[src/rtl/maze_pkg.sv]
// Shared maze geometry, probe directions and scheduler state encoding
// for the maze wall-probe scheduler.
package maze_pkg;

  localparam int unsigned MAP_COLS   = 28;
  localparam int unsigned MAP_ROWS   = 31;
  localparam int unsigned TILE_SHIFT = 4;
  localparam logic [4:0]  WALL       = 5'h1F;

  typedef enum logic [1:0] {
    DIR_L,
    DIR_R,
    DIR_B,
    DIR_T
  } probe_dir_e;

  typedef enum logic [1:0] {
    ST_IDLE,
    ST_ISSUE,
    ST_DRAIN,
    ST_COMMIT
  } state_e;

endpackage

[src/rtl/maze_probe_sched_if.sv]
// Maze ROM read port: address/strobe out, tile code back one cycle later.
interface maze_probe_sched_if;

  logic [9:0] rom_addr;
  logic       rom_rd;
  logic [4:0] rom_data;

  modport master (output rom_addr, output rom_rd, input rom_data);
  modport slave  (input rom_addr, input rom_rd, output rom_data);

endinterface

[src/rtl/maze_probe_addr.sv]
// Combinational probe-pixel to tile-address mapping with maze range check.
module maze_probe_addr
  import maze_pkg::*;
#(
  parameter int unsigned PROBE_OFS = 14
) (
  input  logic [9:0]  x,
  input  logic [9:0]  y,
  input  probe_dir_e  dir,
  output logic [9:0]  addr,
  output logic        in_range
);

  logic [10:0] px;
  logic [10:0] py;
  logic        under;

  always_comb begin
    px    = {1'b0, x};
    py    = {1'b0, y};
    under = 1'b0;
    unique case (dir)
      DIR_L: begin
        px    = {1'b0, x} - 11'(PROBE_OFS);
        under = (x < 10'(PROBE_OFS));
      end
      DIR_R: px = {1'b0, x} + 11'(PROBE_OFS);
      DIR_B: py = {1'b0, y} + 11'(PROBE_OFS);
      DIR_T: begin
        py    = {1'b0, y} - 11'(PROBE_OFS);
        under = (y < 10'(PROBE_OFS));
      end
    endcase

    in_range = !under
             && (px < 11'(MAP_COLS << TILE_SHIFT))
             && (py < 11'(MAP_ROWS << TILE_SHIFT));
    addr = 10'(16'(py >> TILE_SHIFT) * 16'(MAP_COLS) + 16'(px >> TILE_SHIFT));
  end

endmodule

[src/rtl/maze_probe_sched.sv]
// Per-frame wall-probe scheduler: snapshots mover positions, reads four
// neighbour tiles per mover from the shared maze ROM, commits them atomically.
module maze_probe_sched
  import maze_pkg::*;
#(
  parameter int unsigned N_MOVERS  = 5,
  parameter int unsigned PROBE_OFS = 14
) (
  input  logic                     Clk,
  input  logic                     Reset_n,
  input  logic                     frame_start,
  input  logic [N_MOVERS-1:0][9:0] pos_x,
  input  logic [N_MOVERS-1:0][9:0] pos_y,
  maze_probe_sched_if.master       rom,
  output logic [N_MOVERS-1:0][4:0] map_l,
  output logic [N_MOVERS-1:0][4:0] map_r,
  output logic [N_MOVERS-1:0][4:0] map_b,
  output logic [N_MOVERS-1:0][4:0] map_t,
  output logic                     busy,
  output logic                     done,
  output logic                     overrun
);

  localparam int unsigned N_PROBES = 4 * N_MOVERS;
  localparam int unsigned IDX_W    = $clog2(N_PROBES);

  state_e                    state_q, state_d;
  logic [IDX_W-1:0]          idx_q, idx_d;
  logic [N_MOVERS-1:0][9:0]  snap_x_q, snap_x_d;
  logic [N_MOVERS-1:0][9:0]  snap_y_q, snap_y_d;
  logic [IDX_W-1:0]          prb_idx_q, prb_idx_d;
  logic                      prb_vld_q, prb_vld_d;
  logic                      prb_rng_q, prb_rng_d;
  logic [N_PROBES-1:0][4:0]  shadow_q, shadow_d;
  logic [N_MOVERS-1:0][4:0]  map_l_q, map_l_d, map_r_q, map_r_d;
  logic [N_MOVERS-1:0][4:0]  map_b_q, map_b_d, map_t_q, map_t_d;
  logic                      done_q, done_d;
  logic                      overrun_q, overrun_d;

  logic [IDX_W-3:0]          cur_mover;
  probe_dir_e                cur_dir;
  logic [9:0]                probe_addr;
  logic                      probe_in_range;

  always_comb begin
    cur_mover = idx_q[IDX_W-1:2];
    cur_dir   = probe_dir_e'(idx_q[1:0]);
  end

  maze_probe_addr #(
    .PROBE_OFS (PROBE_OFS)
  ) u_addr (
    .x        (snap_x_q[cur_mover]),
    .y        (snap_y_q[cur_mover]),
    .dir      (cur_dir),
    .addr     (probe_addr),
    .in_range (probe_in_range)
  );

  always_comb begin
    state_d      = state_q;
    idx_d        = idx_q;
    snap_x_d     = snap_x_q;
    snap_y_d     = snap_y_q;
    prb_vld_d    = 1'b0;
    prb_idx_d    = idx_q;
    prb_rng_d    = probe_in_range;
    shadow_d     = shadow_q;
    map_l_d      = map_l_q;
    map_r_d      = map_r_q;
    map_b_d      = map_b_q;
    map_t_d      = map_t_q;
    done_d       = 1'b0;
    busy         = (state_q != ST_IDLE);
    overrun_d    = frame_start && busy;
    rom.rom_rd   = 1'b0;
    rom.rom_addr = '0;

    // ROM data belongs to the probe issued last cycle; out-of-range probes read as wall.
    if (prb_vld_q) begin
      shadow_d[prb_idx_q] = prb_rng_q ? rom.rom_data : WALL;
    end

    unique case (state_q)
      ST_IDLE: begin
        if (frame_start) begin
          state_d  = ST_ISSUE;
          idx_d    = '0;
          snap_x_d = pos_x;
          snap_y_d = pos_y;
        end
      end
      ST_ISSUE: begin
        rom.rom_rd   = probe_in_range;
        rom.rom_addr = probe_addr;
        prb_vld_d    = 1'b1;
        if (idx_q == IDX_W'(N_PROBES - 1)) begin
          state_d = ST_DRAIN;
        end else begin
          idx_d = idx_q + IDX_W'(1);
        end
      end
      ST_DRAIN: state_d = ST_COMMIT;
      ST_COMMIT: begin
        state_d = ST_IDLE;
        done_d  = 1'b1;
        for (int unsigned m = 0; m < N_MOVERS; m++) begin
          map_l_d[m] = shadow_q[4*m];
          map_r_d[m] = shadow_q[4*m + 1];
          map_b_d[m] = shadow_q[4*m + 2];
          map_t_d[m] = shadow_q[4*m + 3];
        end
      end
    endcase
  end

  always_ff @(posedge Clk or negedge Reset_n) begin
    if (!Reset_n) begin
      state_q   <= ST_IDLE;
      idx_q     <= '0;
      snap_x_q  <= '0;
      snap_y_q  <= '0;
      prb_idx_q <= '0;
      prb_vld_q <= 1'b0;
      prb_rng_q <= 1'b0;
      shadow_q  <= {N_PROBES{WALL}};
      map_l_q   <= {N_MOVERS{WALL}};
      map_r_q   <= {N_MOVERS{WALL}};
      map_b_q   <= {N_MOVERS{WALL}};
      map_t_q   <= {N_MOVERS{WALL}};
      done_q    <= 1'b0;
      overrun_q <= 1'b0;
    end else begin
      state_q   <= state_d;
      idx_q     <= idx_d;
      snap_x_q  <= snap_x_d;
      snap_y_q  <= snap_y_d;
      prb_idx_q <= prb_idx_d;
      prb_vld_q <= prb_vld_d;
      prb_rng_q <= prb_rng_d;
      shadow_q  <= shadow_d;
      map_l_q   <= map_l_d;
      map_r_q   <= map_r_d;
      map_b_q   <= map_b_d;
      map_t_q   <= map_t_d;
      done_q    <= done_d;
      overrun_q <= overrun_d;
    end
  end

  always_comb begin
    map_l   = map_l_q;
    map_r   = map_r_q;
    map_b   = map_b_q;
    map_t   = map_t_q;
    done    = done_q;
    overrun = overrun_q;
  end

endmodule

[src/flat_wrapper.sv]
// flat-port wrapper written by rule: the top's interface ports become plain ports
module maze_probe_sched_flat import maze_pkg::*;
#(
  parameter int unsigned N_MOVERS  = 5,
  parameter int unsigned PROBE_OFS = 14
)
  (Clk, Reset_n, frame_start, pos_x, pos_y, map_l, map_r, map_b, map_t, busy, done, overrun, rom_rom_addr, rom_rom_rd, rom_rom_data);
  maze_probe_sched_if rom_i ();
  input  logic Clk;
  input  logic Reset_n;
  input  logic frame_start;
  input  logic [N_MOVERS-1:0][9:0] pos_x;
  input  logic [N_MOVERS-1:0][9:0] pos_y;
  output logic [N_MOVERS-1:0][4:0] map_l;
  output logic [N_MOVERS-1:0][4:0] map_r;
  output logic [N_MOVERS-1:0][4:0] map_b;
  output logic [N_MOVERS-1:0][4:0] map_t;
  output logic busy;
  output logic done;
  output logic overrun;
  output wire logic [$bits(rom_i.rom_addr)-1:0] rom_rom_addr;
  output wire logic [$bits(rom_i.rom_rd)-1:0] rom_rom_rd;
  input wire logic [$bits(rom_i.rom_data)-1:0] rom_rom_data;
  assign rom_rom_addr = rom_i.rom_addr;
  assign rom_rom_rd = rom_i.rom_rd;
  assign rom_i.rom_data = rom_rom_data;
  maze_probe_sched #(.N_MOVERS(N_MOVERS), .PROBE_OFS(PROBE_OFS)) u_core (.Clk(Clk), .Reset_n(Reset_n), .frame_start(frame_start), .pos_x(pos_x), .pos_y(pos_y), .rom(rom_i), .map_l(map_l), .map_r(map_r), .map_b(map_b), .map_t(map_t), .busy(busy), .done(done), .overrun(overrun));
endmodule
[config.mk]
export PLATFORM = sky130hd
export DESIGN_NAME = maze_probe_sched_flat
export DESIGN_NICKNAME = d
export VERILOG_FILES = /design/src/rtl/maze_pkg.sv /design/src/rtl/maze_probe_sched_if.sv /design/src/rtl/maze_probe_addr.sv /design/src/rtl/maze_probe_sched.sv /design/src/flat_wrapper.sv
export SDC_FILE = /design/constraint.sdc
export NUM_CORES = 1
export LEC_CHECK = 0
export ABC_CLOCK_PERIOD_IN_PS = 7700
export BUFFER_PORTS_ARGS = -buffer_cell sky130_fd_sc_hd__clkbuf_2
export CAP_MARGIN = 30
export CORE_MARGIN = 5
export CORE_UTILIZATION = 30
export CTS_BUF_LIST = sky130_fd_sc_hd__clkbuf_16
export DETAILED_ROUTE_END_ITERATION = 6
export GPL_TIMING_DRIVEN = 1
export PLACE_DENSITY = 0.55
export RECOVER_POWER = 50
export SETUP_SLACK_MARGIN = 0.3
export SYNTH_ARGS = -nofsm -noshare
export SYNTH_HDL_FRONTEND = slang
export SYNTH_SLANG_ARGS = --single-unit
[constraint.sdc]
create_clock -name Clk -period 7.7 [get_ports Clk]
set_clock_uncertainty 0.05 [all_clocks]
set_input_delay 2.31 -clock Clk [delete_from_list [all_inputs] [get_ports Clk]]
set_output_delay 2.31 -clock Clk [all_outputs]
set_load 0.01 [all_outputs]
==> metrics.txt <==
CTS clk-pin slew, worst paths 60 ps; met2 GRT Util 21.63%; Rel. slew slack -63.22%; Distinct cells, synth 74; Hold Path Cell Cnt 2; pwr/cell area 578.8 nW/µm²; Die ar. 50580 µm²; DP Wirelength 24530 µm; final net count 1484; number of flops mapped to enable cells by yosys 0; top cell type by total area after synthesis dfstp_2; clock sink total 306; hold_sp u_core.shadow_q[33]; Reg-to-Reg Start u_core.state_q[0]; Synth Cell Area 13850 µm²; Clk Tree Root Cell clkbuf_16; register bit total from synthesis 306; Slew @ Worst Pin 2448 ps; IO Port Bufs 211; via/cell ratio 4.678; busiest grt layer met2; crit-path max FO 7; DRC 0; # diodes 0; compound-cell area share of the yosys netlist 9.646%; H-tree depth 2; Synth top area share 37.93%; RSZ-0062 raised after global routing yes; First-pass DRT Iterations 4; largest cells by area after synthesis dfstp_2, dfrtp_1, mux2_2; main combinational cell family by area after synthesis multiplexers; Min-Delay Path Class reg -> reg; num rows 78; Worst R2R Path Depth 4; Setup CP Type reg -> out; Worst-Skew Late Latency 550 ps; pin count of the biggest net entering global routing 108; Synth Instances 1111; Hold Slack 426.2 ps; TritonCTS Buffers 36; CTS tree done; Die X-Extent 224.9 µm; period utilisation layout 97.02%; # fillers 4403; CTS Buffer Depth 3; Startpoint Class register; M1 GR Usage 18.24%; GR met3 Demand/Resource 3.361%; Vias 9221; Seq/Total Area, Yosys 57.08%; Setup-failing EPs final 0; final hold vios 0; outcome finished, violations left; io pins 222; Final Wtd Congestion 0.7680; post-synthesis simple-gate area fraction 8.309%; Leakage 0.007247 µW; Yosys Warn Count 0; first-pass GRT wire length 54440 µm; DRT antenna net count 0; Overflow after GRT 0; Global Route Usage Sum 13.57%; Max rail drop VDD 0.5651 mV; Max Cap Viol 3; Final min period 7471 ps; post-synthesis mux area share 18.33%; Worst R2R End u_core.map_l[3]; Async SR Flop Fraction 100.0%; failing checks max-capacitance violations, max-slew violations; share of post-route cells with drive strength above 1 52.37%; core footprint 45580 µm²; WL final 34600 µm; Routed wire per std cell 17.56 µm; Syn Area/Cell 12.47 µm²; Adder-Cell Fraction of Synth Area 3.233%; setup TNS 0 ps; Post-Synth XOR/XNOR Area 0.9483%; Syn Nets 1250; r2r setup slk 2340 ps; hold endpoint u_core.shadow_q[33]; Vert. Die Dim 224.9 µm; main flop type after synthesis dfstp_2; CTS Hold Bufs 0; vias in the first global route 9463; crit end category output pin; Fmax 0.1339 GHz; starting density of the core 30.40%; area grow syn2layout 22.25%; initial detailed-routing violation count 352; Max Slew Vio Count 123; Req. time, crit path 5340 ps; Data arrival, critical path 5110 ps; initial antenna violation count 1
-- cell usage after synthesis, drive strengths merged (3+ instances only) --
library cell,instances
a211oi,7
a21o,5
a21oi,43
a221o,3
a221oi,6
a22oi,5
a31oi,5
and2,5
and3,5
buf,12
clkbuf,40
dfrtp,106
dfstp,200
fa,8
ha,23
inv,20
mux2,198
mux2i,28
nand2,121
nand2b,3
nand3,8
nand4bb,3
nor2,52
nor2b,13
nor3,15
nor3b,7
nor4b,3
o211ai,3
o21a,4
o21ai,101
o221ai,3
o22ai,8
or2,4
xnor2,11
xor2,4
-- per-layer routing --
metal	up-vias	wire [µm]
met5	-	12
met3	60	2007
met1	4538	15680
met2	213	16000
met4	2	904
li1	4408	-
-- power breakdown --
part           internal (µW)  total [µW]  switching [µW]
Clock                    923        1600             677
Sequential              2580        2990             406
Combinational           2480        5210            2730
-- flip-flops by register name, summed over array words and instances, names as in the netlist --
register and count:
u_core.prb_idx_q 5, u_core.snap_x_q 45, u_core.idx_q 5, u_core.map_r 25
u_core.shadow_q 100, u_core.map_b 25, u_core.snap_y_q 45, u_core.prb_vld_q 1
u_core.done 1, u_core.prb_rng_q 1, u_core.map_l 25, u_core.map_t 25
u_core.overrun 1, u_core.state_q 2
-- critical path, stage by stage (launching register included) --
cell	delay [ps]
dfrtp_2	510
buf_12	190
nor3b_4	270
a21oi_2	120
or3_4	380
and2_4	190
xnor2_2	130
a221oi_2	330
inv_2	110
fa_1	550
ha_2	190
fa_1	450
ha_4	240
nor2b_4	120
o21a_1	190
o211ai_1	200
xnor2_1	150
nor2_1	70
clkbuf_2	150
-- logic make-up (layout without fill, tap and decap cells) --
logic type	after synthesis	count (layout)
adder cells (fa/ha/maj)	31	31
flip-flops	306	306
AO/OA/AOI/OAI	212	212
buffers and inverters	72	332
multiplexers	227	227
AND/OR/NAND/NOR	248	248
XOR/XNOR	15	15
-- cells in the final DEF, fill, tap and decap left out, drive strengths merged, types with 13 or more instances in the layout --
cell / netlist / layout
buf: 12 / 30
nand2: 121 / 121
mux2i: 28 / 28
o21ai: 101 / 101
inv: 20 / 34
nor3: 15 / 15
ha: 23 / 23
dfrtp: 106 / 106
dfstp: 200 / 200
nor2: 52 / 52
a21oi: 43 / 43
nor2b: 13 / 13
mux2: 198 / 198
clkbuf: 40 / 253
-- layout make-up --
type / count / area [µm²] / area share [%]
Sequential cell: 306 / 7910 / 46.71
Multi-Input combinational cell: 733 / 5729 / 33.83
Timing Repair Buffer: 248 / 1368 / 8.075
Clock buffer: 36 / 900.9 / 5.319
Tap cell: 600 / 750.7 / 4.433
Clock inverter: 28 / 202.7 / 1.197
Inverter: 20 / 75.07 / 0.4433
-- how the worst max path moves through the flow --
stage                          startpoint         endpoint  slack, ps  cells after the start
after floorplan           u_core.idx_q[3]  rom_rom_addr[9]        740                     20
after global placement    u_core.idx_q[2]  rom_rom_addr[9]        210                     18
after detailed placement  u_core.idx_q[2]  rom_rom_addr[9]        200                     18
after CTS                 u_core.idx_q[2]  rom_rom_addr[9]        180                     18
after global routing      u_core.idx_q[3]  rom_rom_addr[9]          6                     18
final                     u_core.idx_q[2]  rom_rom_addr[9]        230                     18
-- per-stage QoR --
stage | instance area, µm² | total power [µW] | worst slack (ps) | util [%] | std cells
2_1_floorplan | 13850 | 6565 | 736.5 | - | 1111
6_report | 16940 | 9802 | 229.2 | 37.16 | 1971
5_1_grt | 16940 | 10650 | 6.403 | 37.16 | 1971
3_5_place_dp | 15690 | 7971 | 196.1 | 34.43 | 1896
4_1_cts | 16920 | 9824 | 184.3 | 37.13 | 1966
3_3_place_gp | 15640 | 7851 | 206.0 | 34.32 | 1893
-- what timing repair did --
| action | 4_1_cts | 5_1_grt |
|---|---|---|
| setup endpoints to repair | 5 | 4 |
| gates cloned | 1 | 0 |
| buffers inserted | 5 | 5 |
| pin swaps | 5 | 6 |
| resized for setup | 17 | 12 |
Power figures use the tool's default switching activity.
